===== config.mk =====
export PLATFORM = sky130hd
export DESIGN_NAME = traffic_phase_scheduler
export DESIGN_NICKNAME = d
export VERILOG_FILES = /design/src/rtl/traffic_pkg.sv /design/src/rtl/traffic_phase_scheduler_tick_gen.sv /design/src/rtl/traffic_phase_scheduler.sv
export SDC_FILE = /design/constraint.sdc
export NUM_CORES = 1
export LEC_CHECK = 0
export CORE_ASPECT_RATIO = 1.4
export CORE_MARGIN = 3
export CORE_UTILIZATION = 54
export CTS_CLUSTER_SIZE = 14
export DETAILED_ROUTE_END_ITERATION = 8
export PLACE_DENSITY = 0.87
export SYNTH_ARGS = -nofsm -noshare
export SYNTH_HDL_FRONTEND = slang
export SYNTH_SLANG_ARGS = --single-unit

===== constraint.sdc =====
create_clock -name clk -period 2.58 [get_ports clk]
set_input_delay 0.387 -clock clk [delete_from_list [all_inputs] [get_ports clk]]
set_output_delay 0.387 -clock clk [all_outputs]
set_load 0.005 [all_outputs]

===== src/rtl/traffic_pkg.sv =====
// Shared definitions for the traffic phase scheduler: state codes,
// signal-head encodings and the green-exit decision.
package traffic_pkg;

    typedef logic [2:0] state_t;

    localparam state_t ST_G1   = 3'd0;
    localparam state_t ST_Y1   = 3'd1;
    localparam state_t ST_AR1  = 3'd2;
    localparam state_t ST_G2   = 3'd3;
    localparam state_t ST_Y2   = 3'd4;
    localparam state_t ST_AR2  = 3'd5;
    localparam state_t ST_WALK = 3'd6;

    // Signal head: [2]=green, [1]=yellow, [0]=red.
    localparam logic [2:0] LT_GREEN  = 3'b100;
    localparam logic [2:0] LT_YELLOW = 3'b010;
    localparam logic [2:0] LT_RED    = 3'b001;

    // Seconds-in-state counter saturates here while a green rests.
    localparam logic [7:0] SEC_MAX = 8'hFF;

    // A green ends only if someone else is waiting, and then either at the
    // maximum or, once the minimum is served, as soon as its own demand goes.
    function automatic logic green_exit(
        input logic [8:0] elapsed,
        input logic [8:0] green_min,
        input logic [8:0] green_max,
        input logic       own_demand,
        input logic       conflict
    );
        return conflict &&
               ((elapsed >= green_max) || ((elapsed >= green_min) && !own_demand));
    endfunction

endpackage


===== src/rtl/traffic_phase_scheduler_tick_gen.sv =====
// One-second tick prescaler. Restarts from zero on clr so every state
// begins with a full tick period.
module tick_gen #(
    parameter int TICK_DIV = 100000000
) (
    input  logic clk,
    input  logic rst,
    input  logic clr,
    output logic tick
);

    localparam int                CNT_W    = $clog2(TICK_DIV);
    localparam logic [CNT_W-1:0] CNT_LAST = CNT_W'(TICK_DIV - 1);

    logic [CNT_W-1:0] r_cnt;

    // Count 0..TICK_DIV-1, wrapping on the last count or on a state change.
    always_ff @(posedge clk or posedge rst) begin
        // NOTE: non-blocking assignments in clocked blocks so every register
        // samples pre-edge values regardless of block ordering.
        if (rst)
            r_cnt <= '0;
        else if (clr || (r_cnt == CNT_LAST))
            r_cnt <= '0;
        else
            r_cnt <= r_cnt + CNT_W'(1);
    end

    assign tick = (r_cnt == CNT_LAST);

endmodule


===== src/rtl/traffic_phase_scheduler.sv =====
// Actuated two-approach intersection controller with a pedestrian walk
// phase. Phase FSM, seconds timer, pedestrian latch and Moore light decode.
module traffic_phase_scheduler
    import traffic_pkg::*;
#(
    parameter int TICK_DIV  = 100000000,
    parameter int GREEN_MIN = 5,
    parameter int GREEN_MAX = 15,
    parameter int YELLOW_T  = 2,
    parameter int ALLRED_T  = 1,
    parameter int WALK_T    = 6
) (
    input  logic       clk,
    input  logic       rst,
    input  logic       sense1,
    input  logic       sense2,
    input  logic       ped_req,
    output logic       ped_ack,
    output logic       walk,
    output logic [2:0] light1,
    output logic [2:0] light2,
    output logic [2:0] phase
);

    localparam logic [8:0] P_GMIN = 9'(GREEN_MIN);
    localparam logic [8:0] P_GMAX = 9'(GREEN_MAX);
    localparam logic [8:0] P_YEL  = 9'(YELLOW_T);
    localparam logic [8:0] P_AR   = 9'(ALLRED_T);
    localparam logic [8:0] P_WALK = 9'(WALK_T);

    state_t     r_state;
    state_t     w_state_next;
    state_t     r_next_after_walk;
    logic       w_tick;
    logic       w_state_change;
    logic [7:0] r_sec;
    logic [8:0] w_elapsed;
    logic       r_ped_pending;
    logic       r_ped_ack;
    logic       w_ped_accept;
    logic       w_walk_entry;

    assign w_state_change = (w_state_next != r_state);
    assign w_elapsed      = {1'b0, r_sec} + 9'd1;
    assign w_walk_entry   = (w_state_next == ST_WALK) && (r_state != ST_WALK);
    assign w_ped_accept   = ped_req && !r_ped_pending && (r_state != ST_WALK);

    tick_gen #(
        .TICK_DIV (TICK_DIV)
    ) u_tick_gen (
        .clk  (clk),
        .rst  (rst),
        .clr  (w_state_change),
        .tick (w_tick)
    );

    // State register; reset parks in AR2 so the first green served is G1.
    always_ff @(posedge clk or posedge rst) begin
        if (rst)
            r_state <= ST_AR2;
        else
            r_state <= w_state_next;
    end

    // Next-state logic: greens are actuated, the other states are timed.
    always_comb begin
        // NOTE: default assignment first so no path through the case can
        // leave the signal unassigned and infer a latch.
        w_state_next = r_state;
        case (r_state)
            ST_G1:
                if (w_tick && green_exit(w_elapsed, P_GMIN, P_GMAX, sense1,
                                         sense2 | r_ped_pending))
                    w_state_next = ST_Y1;
            ST_Y1:
                if (w_tick && (w_elapsed == P_YEL))
                    w_state_next = ST_AR1;
            ST_AR1:
                if (w_tick && (w_elapsed == P_AR))
                    w_state_next = r_ped_pending ? ST_WALK : ST_G2;
            ST_G2:
                if (w_tick && green_exit(w_elapsed, P_GMIN, P_GMAX, sense2,
                                         sense1 | r_ped_pending))
                    w_state_next = ST_Y2;
            ST_Y2:
                if (w_tick && (w_elapsed == P_YEL))
                    w_state_next = ST_AR2;
            ST_AR2:
                if (w_tick && (w_elapsed == P_AR))
                    w_state_next = r_ped_pending ? ST_WALK : ST_G1;
            ST_WALK:
                if (w_tick && (w_elapsed == P_WALK))
                    w_state_next = r_next_after_walk;
            default:
                w_state_next = ST_AR2;
        endcase
    end

    // Moore output decode from the state register only.
    always_comb begin
        light1 = LT_RED;
        light2 = LT_RED;
        walk   = 1'b0;
        case (r_state)
            ST_G1:   light1 = LT_GREEN;
            ST_Y1:   light1 = LT_YELLOW;
            ST_G2:   light2 = LT_GREEN;
            ST_Y2:   light2 = LT_YELLOW;
            ST_WALK: walk   = 1'b1;
            default: ;
        endcase
    end

    assign phase   = r_state;
    assign ped_ack = r_ped_ack;

    // Seconds spent in the current state; restarts on every transition.
    always_ff @(posedge clk or posedge rst) begin
        if (rst)
            r_sec <= '0;
        else if (w_state_change)
            r_sec <= '0;
        else if (w_tick && (r_sec != SEC_MAX))
            r_sec <= r_sec + 8'd1;
    end

    // Pedestrian latch, acknowledge pulse and the green that follows WALK.
    always_ff @(posedge clk or posedge rst) begin
        if (rst) begin
            r_ped_pending     <= 1'b0;
            r_ped_ack         <= 1'b0;
            r_next_after_walk <= ST_G1;
        end else begin
            r_ped_ack <= w_ped_accept;
            if (w_walk_entry)
                r_ped_pending <= 1'b0;
            else if (w_ped_accept)
                r_ped_pending <= 1'b1;
            if (w_walk_entry)
                r_next_after_walk <= (r_state == ST_AR1) ? ST_G2 : ST_G1;
        end
    end

endmodule


==> impl_metrics.toml <==
[pwr]
pwr-share-seq = 0.546
power_frac_comb = 0.019
p_total_w = 0.001182
power_density_nw_per_um2 = 343.9
vdd_ir_drop_max_uv = 459.2
swShare = 0.2040
p_leak_nw = 1.493
clkPwrFrac = 0.435
intPower_w = 0.0009409
power.net_switching_w = 0.0002411

[die]
start_util = 0.5669
die_w_um = 66.73
die_area_um2 = 6073
fp-row-count = 30
fp.dieH_um = 91.01
core_area_um2 = 4917
io-pin-count = 16

[finish]
layout.cells.most_common = "nor2_1"
antenna_cells = 0
n_fill_cell = 364
seq_area_um2 = 1031
synthToLayoutAreaGrowth_pct = 23.29
multi_input_area_um2 = 1793
postLayoutCoreUtil = 0.6990
final_cell_mix = "nor2_1, dfrtp_1, nand2_1"
layout.nets = 363
drive_gt1_frac = 0.2260

[synthesis]
synth.largest_area_cell = "dfrtp_1"
ys_seq_area_frac = 0.3689
avgSynthCellArea_um2 = 8.906
synthFlopType = "dfrtp_1"
synth_edf_count = 0
synth_warnings = 0
synth.area.top_cells = "dfrtp_1, nor2_1, xor2_1, nand2_1, nand3_1"
yosysUniqueCellTypes = 63
yosysTopAreaCellShare = 0.3501
synth_cells = 313
syn_nets = 323
synthesis.area_um2 = 2788
async_reset_ff_frac = 1.000
ys_ff_latch = 41

[outcome]
status = "finished clean"

[detailed_routing]
drtPass1Iterations = 4
avgRoutedWirePerCell_um = 16.16
ant_nets = 0
routed_wl_um = 6756
num_vias = 2500
drtIter0Drc = 160
vias_per_cell = 5.981
drc = 0

[global_route]
overflow = 0
grt_pass1_wl_um = 10820
grt_antenna_before_repair = 0
grt_start_max_net_pins = 42
grt_pass1_vias = 2469
grt_usage = 0.2278

[timing]
setup_violations = 0
period_share = 0.9850
min_period_ns = 2.541
slew_headroom = 0.6615
rsz0062_at_grt = "yes"
slew_violations = 0
worst_pin_slew_ns = 0.5039
finClkSkew_ns = 0.01125
finalHoldViolations = 0
max_freq_mhz = 393.5

[worst_hold_path]
min_path_type = "in -> async"

[worst_setup_path]
setup.worst_path.end_class = "flop"
arrival_ns = 2.75
cp.required_ns = 2.79
crit_type = "reg -> reg"
cp-start-kind = "flop"
crit_fanout = 17

[cts]
cts_tree = "yes"
holdBufCountCts = 0
cts.clk_slew.worst_paths_ns = 0.08
clock_latency_ns = 0.30
cts_made_buffers = 5
htreeDepth = 2
clock-sinks = 41
root_buffer = "clkbuf_8"
clockBufferDepth = 2

[place]
hpwl_um = 4813
gp_congestion = 0.8914
portBuffers = 15

[run]
drv_cap = 0
==> per-layer routing <==
layer / GRT usage / routed length [um]
met1: 0.2656 / 2601
met3: 0.03094 / 229
met4: 0.1136 / 209
met5: 0 / 0
met2: 0.3957 / 3716
==> registers in the layout (all words and copies together), names as in the netlist <==
signal	count
r_sec	8
r_ped_pending	1
ped_ack	1
r_next_after_walk	1
phase	3
u_tick_gen.r_cnt	27
==> power groups by stage <==
stage / Sequential (W) / Clock (W) / Combinational [W]
global placement: 0.000657 / 0 / 0.0000225
CTS: 0.000645 / 0.000520 / 0.0000231
global route: 0.000645 / 0.000543 / 0.0000253
detailed placement: 0.000657 / 0 / 0.0000230
floorplan: 0.000656 / 0 / 0.0000138
finish: 0.000645 / 0.000515 / 0.0000224
==> worst max-delay path, cell delays in order (launching register included) <==
cell,delay (ns)
dfrtp_2,0.44
ha_4,0.19
nand4_1,0.20
a311oi_2,0.45
o32a_2,0.30
a311oi_4,0.13
o221ai_4,0.30
nand2_4,0.21
nor3_1,0.24
==> metrics by stage <==
stage               instance area [um2]  hold slack [ns]  std cells  setup TNS (ns)  setup WS [ns]
global route                       3437           0.5642        418         -0.3305       -0.09794
CTS                                3264           0.5263        414               0       0.004542
global placement                   3108           0.5096        403               0       0.004899
finish                             3437           0.5143        418               0        0.03860
detailed placement                 3108           0.5258        403          -2.545        -0.1044
floorplan                          2788           0.4694        313               0         0.1258
==> area by class of cell <==
cell class	count	area share
clock inverter	2	0.01129
tap	64	0.02330
timing repair buffer	44	0.1107
sequential	41	0.3000
inverter	11	0.01201
multi-input combinational	250	0.5217
clock buffer	6	0.02111
==> cell families after synthesis <==
kind of cell             Yosys count  share of synthesized area
AO/OA/AOI/OAI                     37                     0.1131
XOR/XNOR                          30                     0.1010
adder cells (fa/ha/maj)            5                    0.02244
buffers and inverters             22                    0.04174
flip-flops                        41                     0.3689
multiplexers                       2                   0.008078
AND/OR/NAND/NOR                  176                     0.3447
==> cells in the mapped netlist (4+ instances only) <==
master,number
and2_1,4
and3_1,12
dfrtp_1,39
ha_1,5
inv_1,11
nand2_1,29
nand2b_1,4
nand3_1,20
nand3b_1,4
nand4_1,6
nor2_1,47
nor3_1,20
o21ai_0,7
xnor2_1,10
xor2_1,19
==> path summary, 6_finish.rpt <==
check / start / to / slack (ns) / cells after the start
worst min-delay path: rst / u_tick_gen.r_cnt[24]$_DFF_PP0_ / 0.51 / 3
worst max register to register: r_sec[1]$_DFFE_PP0P_ / r_sec[6]$_DFFE_PP0P_ / 0.04 / 8
min in group clk: u_tick_gen.r_cnt[0]$_DFF_PP0_ / u_tick_gen.r_cnt[0]$_DFF_PP0_ / 0.53 / 1
max in group asynchronous: rst / r_sec[1]$_DFFE_PP0P_ / 1.69 / 3
worst min register to register: u_tick_gen.r_cnt[0]$_DFF_PP0_ / u_tick_gen.r_cnt[0]$_DFF_PP0_ / 0.53 / 1
worst max-delay path: r_sec[1]$_DFFE_PP0P_ / r_sec[6]$_DFFE_PP0P_ / 0.04 / 8
==> timing repair <==
action	CTS	global route
pin swaps	4	14
endpoints found under the setup margin	34	38
setup buffers	3	5
gates resized for setup	5	21
No activity file was read; power rests on OpenSTA's default activity.
